[src/rtl/bernoulli_sampler_pkg.sv]
`default_nettype none
// +---------------------------------------------------------------------+
// | Module   : bernoulli_sampler_pkg                                    |
// | Brief    : Shared types/constants for the Bernoulli unit sampler    |
// | Revision : 1.0                                                      |
// +---------------------------------------------------------------------+
package bernoulli_sampler_pkg;

   localparam int PROB_W = 8;

   typedef enum logic [0:0] {
      COLLECT = 1'b0,
      FULL    = 1'b1
   } state_e;

   function automatic int ones_cnt_w(input int num_units);
      return $clog2(num_units + 1);
   endfunction

endpackage
`default_nettype wire

[src/rtl/bernoulli_sampler_if.sv]
`default_nettype none
// +---------------------------------------------------------------------+
// | Module   : bernoulli_sampler_if                                     |
// | Brief    : Probability-in / packed-sample-out handshake bundle      |
// | Revision : 1.0                                                      |
// +---------------------------------------------------------------------+
interface bernoulli_sampler_if
   import bernoulli_sampler_pkg::*;
#(
   parameter int NUM_UNITS = 8,
   parameter int PROB_W    = bernoulli_sampler_pkg::PROB_W
);
   localparam int CNT_W = ones_cnt_w(NUM_UNITS);

   logic [PROB_W-1:0]    randIn;
   logic [PROB_W-1:0]    probIn;
   logic                 probValid;
   logic                 probLast;
   logic                 probReady;
   logic [NUM_UNITS-1:0] sampleOut;
   logic [CNT_W-1:0]     onesCount;
   logic                 sampleLast;
   logic                 sampleValid;
   logic                 sampleReady;

   modport master (
      output randIn, probIn, probValid, probLast, sampleReady,
      input  probReady, sampleOut, onesCount, sampleLast, sampleValid
   );

   modport slave (
      input  randIn, probIn, probValid, probLast, sampleReady,
      output probReady, sampleOut, onesCount, sampleLast, sampleValid
   );

endinterface
`default_nettype wire

[src/rtl/bernoulli_sampler_bit.sv]
`default_nettype none
// +---------------------------------------------------------------------+
// | Module   : bernoulli_bit                                            |
// | Brief    : One Bernoulli draw: 1 when the random word < probability |
// | Revision : 1.0                                                      |
// +---------------------------------------------------------------------+
module bernoulli_bit #(
   parameter int PROB_W = 8
) (
   input  wire logic [PROB_W-1:0] randIn,
   input  wire logic [PROB_W-1:0] probIn,
   output logic                   sampleBit
);

   assign sampleBit = (randIn < probIn);

endmodule
`default_nettype wire

[src/rtl/bernoulli_sampler.sv]
`default_nettype none
// +---------------------------------------------------------------------+
// | Module   : bernoulli_sampler                                        |
// | Brief    : Samples units and packs them into words with a popcount  |
// | Revision : 1.0                                                      |
// +---------------------------------------------------------------------+
module bernoulli_sampler
   import bernoulli_sampler_pkg::*;
#(
   parameter int NUM_UNITS = 8,
   parameter int PROB_W    = bernoulli_sampler_pkg::PROB_W
) (
   input  wire logic          clk,
   input  wire logic          reset,
   bernoulli_sampler_if.slave bus
);

   localparam int CNT_W = ones_cnt_w(NUM_UNITS);
   localparam int IDX_W = $clog2(NUM_UNITS);
   localparam logic [IDX_W-1:0] LAST_IDX = IDX_W'(NUM_UNITS - 1);

   state_e               state_q, state_d;
   logic [NUM_UNITS-1:0] word_q,  word_d;
   logic [IDX_W-1:0]     idx_q,   idx_d;
   logic [CNT_W-1:0]     ones_q,  ones_d;
   logic                 last_q,  last_d;
   logic                 sample_bit;

   bernoulli_bit #(
      .PROB_W (PROB_W)
   ) u_bit (
      .randIn    (bus.randIn),
      .probIn    (bus.probIn),
      .sampleBit (sample_bit)
   );

   always_comb begin
      state_d = state_q;
      word_d  = word_q;
      idx_d   = idx_q;
      ones_d  = ones_q;
      last_d  = last_q;
      case (state_q)
         COLLECT: begin
            if (bus.probValid) begin
               word_d[idx_q] = sample_bit;
               ones_d        = ones_q + CNT_W'(sample_bit);
               // Index parks on the closing unit so it never wraps inside a word.
               if (idx_q == LAST_IDX || bus.probLast) begin
                  state_d = FULL;
                  last_d  = bus.probLast;
               end else begin
                  idx_d = idx_q + 1'b1;
               end
            end
         end
         FULL: begin
            if (bus.sampleReady) begin
               state_d = COLLECT;
               word_d  = '0;
               idx_d   = '0;
               ones_d  = '0;
               last_d  = 1'b0;
            end
         end
         default: state_d = COLLECT;
      endcase
   end

   always_ff @(posedge clk or posedge reset) begin
      if (reset) begin
         state_q <= COLLECT;
         word_q  <= '0;
         idx_q   <= '0;
         ones_q  <= '0;
         last_q  <= 1'b0;
      end else begin
         state_q <= state_d;
         word_q  <= word_d;
         idx_q   <= idx_d;
         ones_q  <= ones_d;
         last_q  <= last_d;
      end
   end

   assign bus.probReady   = (state_q == COLLECT);
   assign bus.sampleValid = (state_q == FULL);
   assign bus.sampleOut   = word_q;
   assign bus.onesCount   = ones_q;
   assign bus.sampleLast  = last_q;

endmodule
`default_nettype wire

[src/flat_wrapper.sv]
// flat-port wrapper written by rule: the top's interface ports become plain ports
module bernoulli_sampler_flat import bernoulli_sampler_pkg::*;
#(
   parameter int NUM_UNITS = 8,
   parameter int PROB_W    = bernoulli_sampler_pkg::PROB_W
)
  (clk, reset, bus_randIn, bus_probIn, bus_probValid, bus_probLast, bus_sampleReady, bus_probReady, bus_sampleOut, bus_onesCount, bus_sampleLast, bus_sampleValid);
  bernoulli_sampler_if #(.NUM_UNITS(NUM_UNITS), .PROB_W(PROB_W)) bus_i ();
  input  wire logic clk;
  input  wire logic reset;
  input wire logic [$bits(bus_i.randIn)-1:0] bus_randIn;
  input wire logic [$bits(bus_i.probIn)-1:0] bus_probIn;
  input wire logic [$bits(bus_i.probValid)-1:0] bus_probValid;
  input wire logic [$bits(bus_i.probLast)-1:0] bus_probLast;
  input wire logic [$bits(bus_i.sampleReady)-1:0] bus_sampleReady;
  output wire logic [$bits(bus_i.probReady)-1:0] bus_probReady;
  output wire logic [$bits(bus_i.sampleOut)-1:0] bus_sampleOut;
  output wire logic [$bits(bus_i.onesCount)-1:0] bus_onesCount;
  output wire logic [$bits(bus_i.sampleLast)-1:0] bus_sampleLast;
  output wire logic [$bits(bus_i.sampleValid)-1:0] bus_sampleValid;
  assign bus_i.randIn = bus_randIn;
  assign bus_i.probIn = bus_probIn;
  assign bus_i.probValid = bus_probValid;
  assign bus_i.probLast = bus_probLast;
  assign bus_i.sampleReady = bus_sampleReady;
  assign bus_probReady = bus_i.probReady;
  assign bus_sampleOut = bus_i.sampleOut;
  assign bus_onesCount = bus_i.onesCount;
  assign bus_sampleLast = bus_i.sampleLast;
  assign bus_sampleValid = bus_i.sampleValid;
  bernoulli_sampler #(.NUM_UNITS(NUM_UNITS), .PROB_W(PROB_W)) u_core (.clk(clk), .reset(reset), .bus(bus_i));
endmodule
[config.mk]
export PLATFORM = sky130hd
export DESIGN_NAME = bernoulli_sampler_flat
export DESIGN_NICKNAME = d
export VERILOG_FILES = /design/src/rtl/bernoulli_sampler_pkg.sv /design/src/rtl/bernoulli_sampler_if.sv /design/src/rtl/bernoulli_sampler_bit.sv /design/src/rtl/bernoulli_sampler.sv /design/src/flat_wrapper.sv
export SDC_FILE = /design/constraint.sdc
export NUM_CORES = 1
export LEC_CHECK = 0
export ABC_CLOCK_PERIOD_IN_PS = 1400
export CORE_ASPECT_RATIO = 1.1
export CORE_MARGIN = 4
export CORE_UTILIZATION = 25
export CTS_CLUSTER_DIAMETER = 40
export CTS_CLUSTER_SIZE = 24
export DETAILED_ROUTE_END_ITERATION = 8
export GPL_ROUTABILITY_DRIVEN = 0
export REMOVE_ABC_BUFFERS = 1
export SYNTH_ARGS = -nofsm -noshare
export SYNTH_HDL_FRONTEND = slang
export SYNTH_SLANG_ARGS = --single-unit
[constraint.sdc]
create_clock -name clk -period 1.4 [get_ports clk]
set_input_delay 0.21 -clock clk [delete_from_list [all_inputs] [get_ports clk]]
set_output_delay 0.21 -clock clk [all_outputs]
set_load 0.005 [all_outputs]
==> flow_summary.yaml <==
logic_synthesis:
  netlist.area_leader.share_pct: 39.0
  synth_ff_type: "dfrtp_1"
  synth.ff_latch_count: 17
  synth.area.top_cells: "dfrtp_1, ha_1, mux2i_1"
  syn-cell-area_sq_mm: 0.00109
  async_flop_share_pct: 100
  yosys_warnings: 0
  ys_types: 32
  synth_commonest_cells: "dfrtp_1, nand2_1, ha_1"
  syn_inst: 110
  yosysTopAreaCell: "dfrtp_1"
  yosysMostFrequentCell: "dfrtp_1"
  avgSynthCellArea_sq_um: 9.91
  synth-seq-area-share_pct: 39.0
  synth_enable_flop_cells: 0
routing:
  wl_microns: 2930
  route.detailed.drc: 0
  drt_iter0_drc: 9
  vias: 1050
  wl_per_cell_microns: 13.3
  drt_first_pass_iters: 4
  detail-route-antenna-nets: 0
  routed_via_density: 4.75
sta:
  finalSetupViolations: 7
  tightestPinTransition_ns: 0.215
  finalWorstSetupSlack_ns: -0.248
  drv_slew: 0
  hold_ws_ns: 0.273
  clock-skew-final_ns: 0.00339
  rsz0062_at_grt: "yes"
  hold_viol: 0
  finalCritPeriodShare_pct: 118
  slew_headroom_pct: 85.4
  fmax_mhz: 607
  period_minus_slack_ns: 1.65
pwr:
  pwr-share-seq_pct: 33.0
  sw_frac_of_total_pct: 34.4
  power_density_mw_per_mm2: 1240
  irDropWorstVdd_mv: 0.419
  internal_power_mw: 1.47
  p_clk_share_pct: 16.6
  p_sw_mw: 0.769
  total_leakage_power_nw: 0.841
  pwr-share-comb_pct: 50.4
clock_tree:
  clock_latency_ns: 0.25
  cts.sinks: 17
  cts-root-buf: "clkbuf_8"
  cts_tree: "yes"
  numCtsBuffers: 3
  clkSlewWorstSetupHoldPaths_ns: 0.07
  cts_hold_buf: 0
  htreeDepth: 1
  clock_path_buffers: 2
worst_setup_path:
  cpMostUsedCell: "a211oi_2"
  path_max_fanout: 2
  endpoint_kind: "flip-flop"
  cp.required_ns: 1.53
  r2r_setup_slack_ns: -0.02
  cp_top_family: "compound AO/OA/AOI/OAI gates"
  path_class: "input port to flip-flop"
  slowest_delay_ns: 0.24
  critPathBufInv: 2
  cp.arrival_ns: 1.78
  startpoint_type: "input port"
  critical_path.slowest_cell: "a211oi_2"
  cp_cell_sequence: "buf_6 -> inv_4 -> ha_4 -> a211oi_2 -> o21ai_2 -> a211oi_2 -> ha_2 -> nand4_1 -> and2_1 -> o21ai_1 -> o31ai_1"
floorplanning:
  fp-row-count: 24
  initial_utilization_pct: 26.7
  ios: 36
  dieWidth_microns: 71.0
  core_area_sq_mm: 0.00408
  die_h_microns: 77.2
  die-area_sq_mm: 0.00548
placed_design:
  io_buffers: 35
  dp_hpwl_microns: 2120
  dp.cells: 210
global_routing:
  track_usage_pct: 10.7
  grt-ovfl-total: 0
  antenna_found_initial: 0
  grt_pass1_wl_microns: 4830
  first_global_vias: 1062
  grt_max_degree: 18
layout:
  nFillCells: 419
  area_growth_pct: 65.8
  multiInputGateArea_sq_um: 733
  diodes: 0
  drive_gt1_share_pct: 43.8
  fin_cells: 221
  register_area_sq_um: 427
  nets: 202
min_path:
  min_path_type: "input port to async pin"
outcome:
  status: "finished with violations"
  violations: "negative setup slack"
run:
  maxCapViolCount: 0
==> area by class of cell <==
cell class	instances	area share, %
Multi-Input combinational cell	80	40.6
Timing Repair Buffer	59	27.6
Sequential cell	17	23.6
Tap cell	52	3.60
Clock buffer	4	2.49
Inverter	9	2.15
==> stage by stage <==
stage               total power, mW  area (sq um)  utilization [%]  setup WS (ns)  TNS [ns]
floorplan                      1.19          1070                -         -0.457     -1.71
global placement               1.68          1610             39.4          -1.05     -8.58
detailed placement             1.72          1610             39.4          -1.12     -8.96
CTS                            2.15          1710             42.0         -0.190    -0.578
global route                   2.40          1810             44.2         -0.352     -1.33
finish                         2.23          1810             44.2         -0.248    -0.786
==> registers in the layout, summed over array words and instances, names as in the netlist <==
register and cells:
u_core.bus.sampleOut 8, u_core.idx_q 3, u_core.bus.sampleValid 1, u_core.bus.sampleLast 1
u_core.bus.onesCount 4
==> path summary, 6_finish.rpt <==
path                                                startpoint                                  end  cells after the start
hold reg to reg            u_core.bus.sampleOut[5]$_DFFE_PP0P_  u_core.bus.sampleOut[5]$_DFFE_PP0P_                      2
hold / removal                                           reset    u_core.bus.sampleLast$_DFFE_PP0P_                      3
setup / recovery                                 bus_probIn[2]  u_core.bus.onesCount[3]$_DFFE_PP0P_                     11
max in group asynchronous                                reset     u_core.bus.sampleValid$_DFF_PP0_                      3
min in group clk           u_core.bus.sampleOut[5]$_DFFE_PP0P_  u_core.bus.sampleOut[5]$_DFFE_PP0P_                      2
setup reg to reg              u_core.bus.sampleValid$_DFF_PP0_  u_core.bus.sampleOut[4]$_DFFE_PP0P_                      5
==> kinds of logic (layout without fill, tap and decap cells) <==
group	Yosys count	in the layout	share of synthesized area [%]
compound gates	24	24	16.3
flops	17	17	39.0
fa+ha+maj	11	11	12.6
simple gates	37	37	18.4
mux	8	8	8.50
buf+inv	13	72	5.17
==> routing by layer <==
metal / up-vias / global-route usage [%] / wire length [microns]
li1: 507 / - / -
met1: 501 / 12.3 / 1080
met2: 36 / 19.2 / 1630
met3: 6 / 2.35 / 179
met4: 0 / 3.38 / 44
met5: - / 0 / 0
==> power by group through the flow <==
stage                     Sequential, mW  Clock (mW)  Combinational [mW]
after floorplan                    0.823           0               0.367
after global placement             0.751           0               0.932
after detailed placement           0.756           0               0.963
after CTS                          0.735       0.376                1.03
after global routing               0.756       0.405                1.24
final                              0.737       0.372                1.13
==> placed cells by master, fill, tap and decap left out, types with 2 or more instances in the layout <==
cell type | netlist | layout
inv_2 | 0 | 2
o21ai_0 | 8 | 5
mux2i_1 | 7 | 7
buf_6 | 1 | 6
dfrtp_1 | 17 | 16
buf_4 | 0 | 22
clkbuf_8 | 0 | 3
ha_4 | 0 | 5
inv_1 | 9 | 5
o21ai_2 | 0 | 2
nor2_2 | 0 | 3
o31ai_1 | 3 | 3
inv_4 | 0 | 2
nor3b_2 | 2 | 2
buf_2 | 0 | 10
nor2_1 | 6 | 2
o21ai_1 | 2 | 3
nand3b_1 | 2 | 2
nand3_1 | 2 | 2
nand2_1 | 16 | 16
clkdlybuf4s50_1 | 0 | 16
dlygate4sd2_1 | 0 | 2
dlymetal6s2s_1 | 0 | 3
ha_1 | 11 | 2
a22o_1 | 2 | 2
ha_2 | 0 | 4
a211oi_2 | 1 | 3
nand4_1 | 2 | 2
==> tightest hold or removal path, delay by kind of cell <==
family   cells  cell delay (ns)
buf+inv      3             0.69
==> what timing repair did <==
item / in CTS / in global routing
setup buffers: 2 / 5
gates resized for setup: 79 / 15
pin swaps: 20 / 5
setup endpoints to repair: 15 / 17
Note: power is estimated with default switching activity, not from simulation.
==> RTL edit 1, RTL diff (config.mk and constraints unchanged) <==
`NUM_UNITS` is set to 8 in 3 places; all go to 16.
--- a/src/rtl/bernoulli_sampler_if.sv
+++ b/src/rtl/bernoulli_sampler_if.sv
@@ -7,7 +7,7 @@
 interface bernoulli_sampler_if
    import bernoulli_sampler_pkg::*;
 #(
-   parameter int NUM_UNITS = 8,
+   parameter int NUM_UNITS = 16,
    parameter int PROB_W    = bernoulli_sampler_pkg::PROB_W
 );
    localparam int CNT_W = ones_cnt_w(NUM_UNITS);
--- a/src/rtl/bernoulli_sampler.sv
+++ b/src/rtl/bernoulli_sampler.sv
@@ -7,7 +7,7 @@
 module bernoulli_sampler
    import bernoulli_sampler_pkg::*;
 #(
-   parameter int NUM_UNITS = 8,
+   parameter int NUM_UNITS = 16,
    parameter int PROB_W    = bernoulli_sampler_pkg::PROB_W
 ) (
    input  wire logic          clk,
--- a/src/flat_wrapper.sv
+++ b/src/flat_wrapper.sv
@@ -1,7 +1,7 @@
 // flat-port wrapper written by rule: the top's interface ports become plain ports
 module bernoulli_sampler_flat import bernoulli_sampler_pkg::*;
 #(
-   parameter int NUM_UNITS = 8,
+   parameter int NUM_UNITS = 16,
    parameter int PROB_W    = bernoulli_sampler_pkg::PROB_W
 )
   (clk, reset, bus_randIn, bus_probIn, bus_probValid, bus_probLast, bus_sampleReady, bus_probReady, bus_sampleOut, bus_onesCount, bus_sampleLast, bus_sampleValid);
Interface: changed (resized bus_onesCount and bus_sampleOut); port bits go from 36 to 45. The function was not compared with the original's and may differ.
==> RTL edit 1 against the original RTL <==
- the flow still finishes with violations (negative setup slack)
- sequential share of layout area is 1.3 points higher
- synthesized cell count is 41% higher
- power is 49% higher
- setup slack better by 100 ps
- routed wire length is 54% higher
- register-to-register slack worse by 90 ps
- combinational power is 61% higher
- die area is 38% higher
- sequential cell count is 10 higher
- critical path depth is 9 lower
- design area is 50% higher
- area after synthesis is 43% higher
- maximum frequency is 6.5% higher
- critical path type is now flip-flop to output pin
- critical endpoint is now bus_sampleValid
- largest cell class unchanged
- largest power group unchanged
==> RTL edit 1: results (changes against the original RTL) <==
| Metric | Value |
|---|---|
| Final WS setup | `-148 ps (+100 ps)` |
| Largest register FFs | `16 (+8)` |
| FF-to-FF End | `u_core.bus.sampleOut[0]$_DFFE_PP0P_` |
| Met2 usage in global routing | `21.3% (+2.1 points)` |
| Postcts setup bufs | `15 (+13)` |
| Met3 usage in global routing | `2.28% (-0.072 points)` |
| Area after DPL | `2280 um2 (+42%)` |
| CP Max Fanout | `6 (+4)` |
| Placed insts | `298 (+42%)` |
| 1st-iter DRT viols | `78 (+69)` |
| CTS clk-pin slew, worst paths | `100 ps (+30 ps)` |
| Nets | `277 (+37%)` |
| Max stage delay cell, worst path | `clkdlybuf4s50_1` |
| Worst VDD drop | `0.502 mV (+20%)` |
| Slowest Stage Delay on Critical Path | `510 ps (+270 ps)` |
| Final setup violation count | `20 (+13)` |
| First-pass GRT wire length | `7310 um (+51%)` |
| Failing checks | `negative setup slack` |
| Final setup TNS | `-1430 ps (-640 ps)` |
| Leakage power | `0.00139 uW (+65%)` |
| Metal-1 WL | `1980 um (+84%)` |
| Arr. time, crit path | `1340 ps (-440 ps)` |
| FILL cells | `563 (+34%)` |
| Tot GR Track Use | `11.6% (+0.96 points)` |
| Port Buffers | `44 (+26%)` |
| Internal Power | `2150 uW (+47%)` |
| Layout Skew | `12.1 ps (+8.72 ps)` |
| WL per Instance | `14.1 um (+6.4%)` |
| Vias in the first global route | `1594 (+50%)` |
| Syn_area_per_cell | `10.0 um2 (+1.4%)` |
| Outcome | `finished, violations left` |
| Vias per std cell | `4.61 (-3.0%)` |
| Top layer in use | `met3` |
| Fin Hold WS | `275 ps (+1.80 ps)` |
| Hpwl dp | `2960 um (+40%)` |
| Final Instance Count excl. Fillers | `319 (+44%)` |
| Largest net degree at the start of global routing | `28 (+10)` |
| Dpl ws | `-1020 ps (+97.7 ps)` |
| Met3 Routed Length | `189 um (+5.6%)` |
| Reg-to-reg slack, setup | `-110 ps (-90 ps)` |
| Worst slew margin | `72.3% (-13 points)` |
| Synth top cells by count | `dfrtp_1, nand2_1, ha_1, inv_1, a21oi_1` |
| Synth unique cells | `35 (+9.4%)` |
| Met1 Use GR | `14.4% (+2.1 points)` |
| Met2 wire length | `2330 um (+43%)` |
| Antenna violations before repair | `0 (unchanged)` |
==> RTL edit 1: layout make-up <==
type | count | area (um2) | area share [%]
multi-input cells | 107 | 1050 | 38.8
inverters | 13 | 56.3 | 2.07
repair buffers | 91 | 785 | 28.9
clock inverters | 1 | 7.51 | 0.276
flip-flops and latches | 27 | 676 | 24.9
well taps | 77 | 96.3 | 3.55
clock buffers | 3 | 41.3 | 1.52
==> RTL edit 1: worst max path at each step <==
stage,startpoint,to,slack (ps),cells past startpoint
global route,u_core.bus.sampleValid$_DFF_PP0_,u_core.bus.sampleOut[11]$_DFFE_PP0P_,-210,5
CTS,u_core.bus.sampleValid$_DFF_PP0_,bus_sampleValid,-140,2
detailed placement,bus_probIn[7],u_core.bus.onesCount[4]$_DFFE_PP0P_,-1020,12
floorplan,bus_probIn[7],u_core.bus.onesCount[4]$_DFFE_PP0P_,-480,10
global placement,bus_probIn[7],u_core.bus.onesCount[4]$_DFFE_PP0P_,-980,12
finish,u_core.bus.sampleValid$_DFF_PP0_,bus_sampleValid,-150,2
==> RTL edit 1: logic make-up after synthesis <==
family	synth area share, %
AOI/OAI and AO/OA	17.6
xor gates and xnor gates	3.38
adders and majority gates	10.5
buffers and inverters	5.55
DFF	43.4
muxes	3.78
and+or+nand+nor	15.8
==> RTL edit 1: critical path: cells and delay by family, from the launching register on <==
family	cells	cell delay [ps]
buf+inv	2	680
flops	1	370
==> RTL edit 1: power by group through the flow <==
stage / Sequential, uW / Clock [uW] / Combinational [uW]
after floorplan: 1130 / 0 / 533
after global placement: 1060 / 0 / 1370
after detailed placement: 1070 / 0 / 1390
after CTS: 1030 / 479 / 1780
after global routing: 1050 / 499 / 1980
final: 1040 / 461 / 1820
==> RTL edit 2, RTL diff (same settings) <==
Made on the original files. `word_q` no longer has a reset.
--- a/src/rtl/bernoulli_sampler.sv
+++ b/src/rtl/bernoulli_sampler.sv
@@ -70,17 +70,19 @@
    always_ff @(posedge clk or posedge reset) begin
       if (reset) begin
          state_q <= COLLECT;
-         word_q  <= '0;
          idx_q   <= '0;
          ones_q  <= '0;
          last_q  <= 1'b0;
       end else begin
          state_q <= state_d;
-         word_q  <= word_d;
          idx_q   <= idx_d;
          ones_q  <= ones_d;
          last_q  <= last_d;
       end
+   end
+
+   always_ff @(posedge clk) begin
+      word_q <= word_d;
    end
 
    assign bus.probReady   = (state_q == COLLECT);
Function: changed (a bounded check fails within 4 cycles, from zero or initial values and one cycle with reset high).
==> RTL edit 2 against the original RTL <==
- setup slack worse by 110 ps
- sequential cell count unchanged
- highest routed layer unchanged
- area after synthesis down 2.5%
- routed wire length up 1.4%
- largest power group unchanged
- the flow still finishes with violations (negative setup slack)
- global-route usage up 0.075 points
- sequential power up 12%
- design area up 3.3%
- power up 2.7%
==> RTL edit 2: results (changes against the original RTL) <==
| Metric | Value |
|---|---|
| Area after DPL | `1570 um2 (-2.6%)` |
| XOR/XNOR Fraction of Synth Area | `0.824% (+0.82 points)` |
| Post-synthesis async set-or-reset flop share | `52.9% (-47 points)` |
| Final setup TNS | `-3250 ps (-2470 ps)` |
| Setup crit start | `bus_probIn[1]` |
| 1st-iter DRT viols | `39 (+30)` |
| Hpwl dp | `1990 um (-6.0%)` |
| Slowest Stage Delay on Critical Path | `540 ps (+300 ps)` |
| Synth unique cells | `29 (-9.4%)` |
| Layout Skew | `8.04 ps (+4.65 ps)` |
| Final WS setup | `-355 ps (-106 ps)` |
| Sequential share of the synthesized area | `43.8% (+4.8 points)` |
| Fraction of the mapped netlist area in compound gates | `18.0% (+1.7 points)` |
| Met1 Use GR | `11.1% (-1.2 points)` |
| Max stage delay cell, worst path | `or4_4` |
| Postcts setup bufs | `5 (+3)` |
| Crit path capture | `u_core.bus.onesCount[2]$_DFFE_PP0P_` |
| Largest net degree at the start of global routing | `12 (-6)` |
| Synth area leaders | `edfxtp_1, dfrtp_1, ha_1` |
| Placed insts | `204 (-2.9%)` |
| R2R depth | `6 (+1)` |
| PostCTS Resize Cnt | `66 (-16%)` |
| Vias in the first global route | `1042 (-1.9%)` |
| Vias per std cell | `4.67 (-1.7%)` |
| Cts bufs inserted | `3 (unchanged)` |
| Met3 usage in global routing | `2.37% (+0.022 points)` |
| FF-to-FF End | `u_core.bus.sampleOut[6]$_SDFFCE_PP0P_` |
| Final setup violation count | `12 (+5)` |
| Share of cells above drive strength 1 | `42.3% (-1.5 points)` |
| First-pass GRT wire length | `4640 um (-3.9%)` |
| Tot GR Track Use | `10.7% (+0.075 points)` |
| Outcome | `finished, violations left` |
| Synth Area in Adders | `13.0% (+0.33 points)` |
| Arr. time, crit path | `1890 ps (+110 ps)` |
| Leakage power | `0.000818 uW (-2.8%)` |
| Worst VDD drop | `0.568 mV (+36%)` |
| Worst Max-Slew Pin Slew | `366 ps (+151 ps)` |
| Largest register FFs | `8 (unchanged)` |
| Critical path's top delay family | `compound AO/OA/AOI/OAI gates` |
| Reg-to-reg slack, setup | `30 ps (+50 ps)` |
| Final Instance Count excl. Fillers | `220 (-0.45%)` |
| Mux cell area share after synthesis | `0.942% (-7.6 points)` |
| Synth top cells by count | `ha_1, nand2_1, inv_1, nand3_1, dfrtp_1` |
| Routed WL | `2970 um (+1.4%)` |
| Failing checks | `negative setup slack` |
| Met2 usage in global routing | `19.9% (+0.74 points)` |
| Fin Hold WS | `220 ps (-52.7 ps)` |
| CP Max Fanout | `2 (unchanged)` |
| Dpl ws | `-1120 ps (-1.14 ps)` |
| Cells after Synth | `109 (-0.91%)` |
| EDFF count, synth | `8 (+8)` |
## RTL edit 2: cells by family (layout without fill, tap and decap cells)
logic type | after synthesis | in the layout
AO/OA/AOI/OAI | 28 | 28
XOR/XNOR | 1 | 1
adder cells (fa/ha/maj) | 11 | 11
buffers and inverters | 15 | 74
flip-flops | 17 | 17
multiplexers | 1 | 1
AND/OR/NAND/NOR | 36 | 36
## RTL edit 2: power by group
group	internal, uW	total, uW	switching (uW)
registers	702	827	124
logic	632	1100	471
clock network	202	366	164
total	1540	2300	759
## RTL edit 2: final cells by class
type | instances | area (um2)
inverters | 10 | 40.0
well taps | 52 | 65.1
fillers | 413 | 2160
multi-input cells | 77 | 703
clock buffers | 4 | 45.0
repair buffers | 60 | 547
flip-flops and latches | 17 | 467
## RTL edit 2: routing by layer
layer | vias to the layer above | part of all wire [%]
met3 | 4 | 4.9
met2 | 33 | 55
met1 | 480 | 38
met4 | 0 | 2.3
li1 | 511 | -
met5 | - | 0
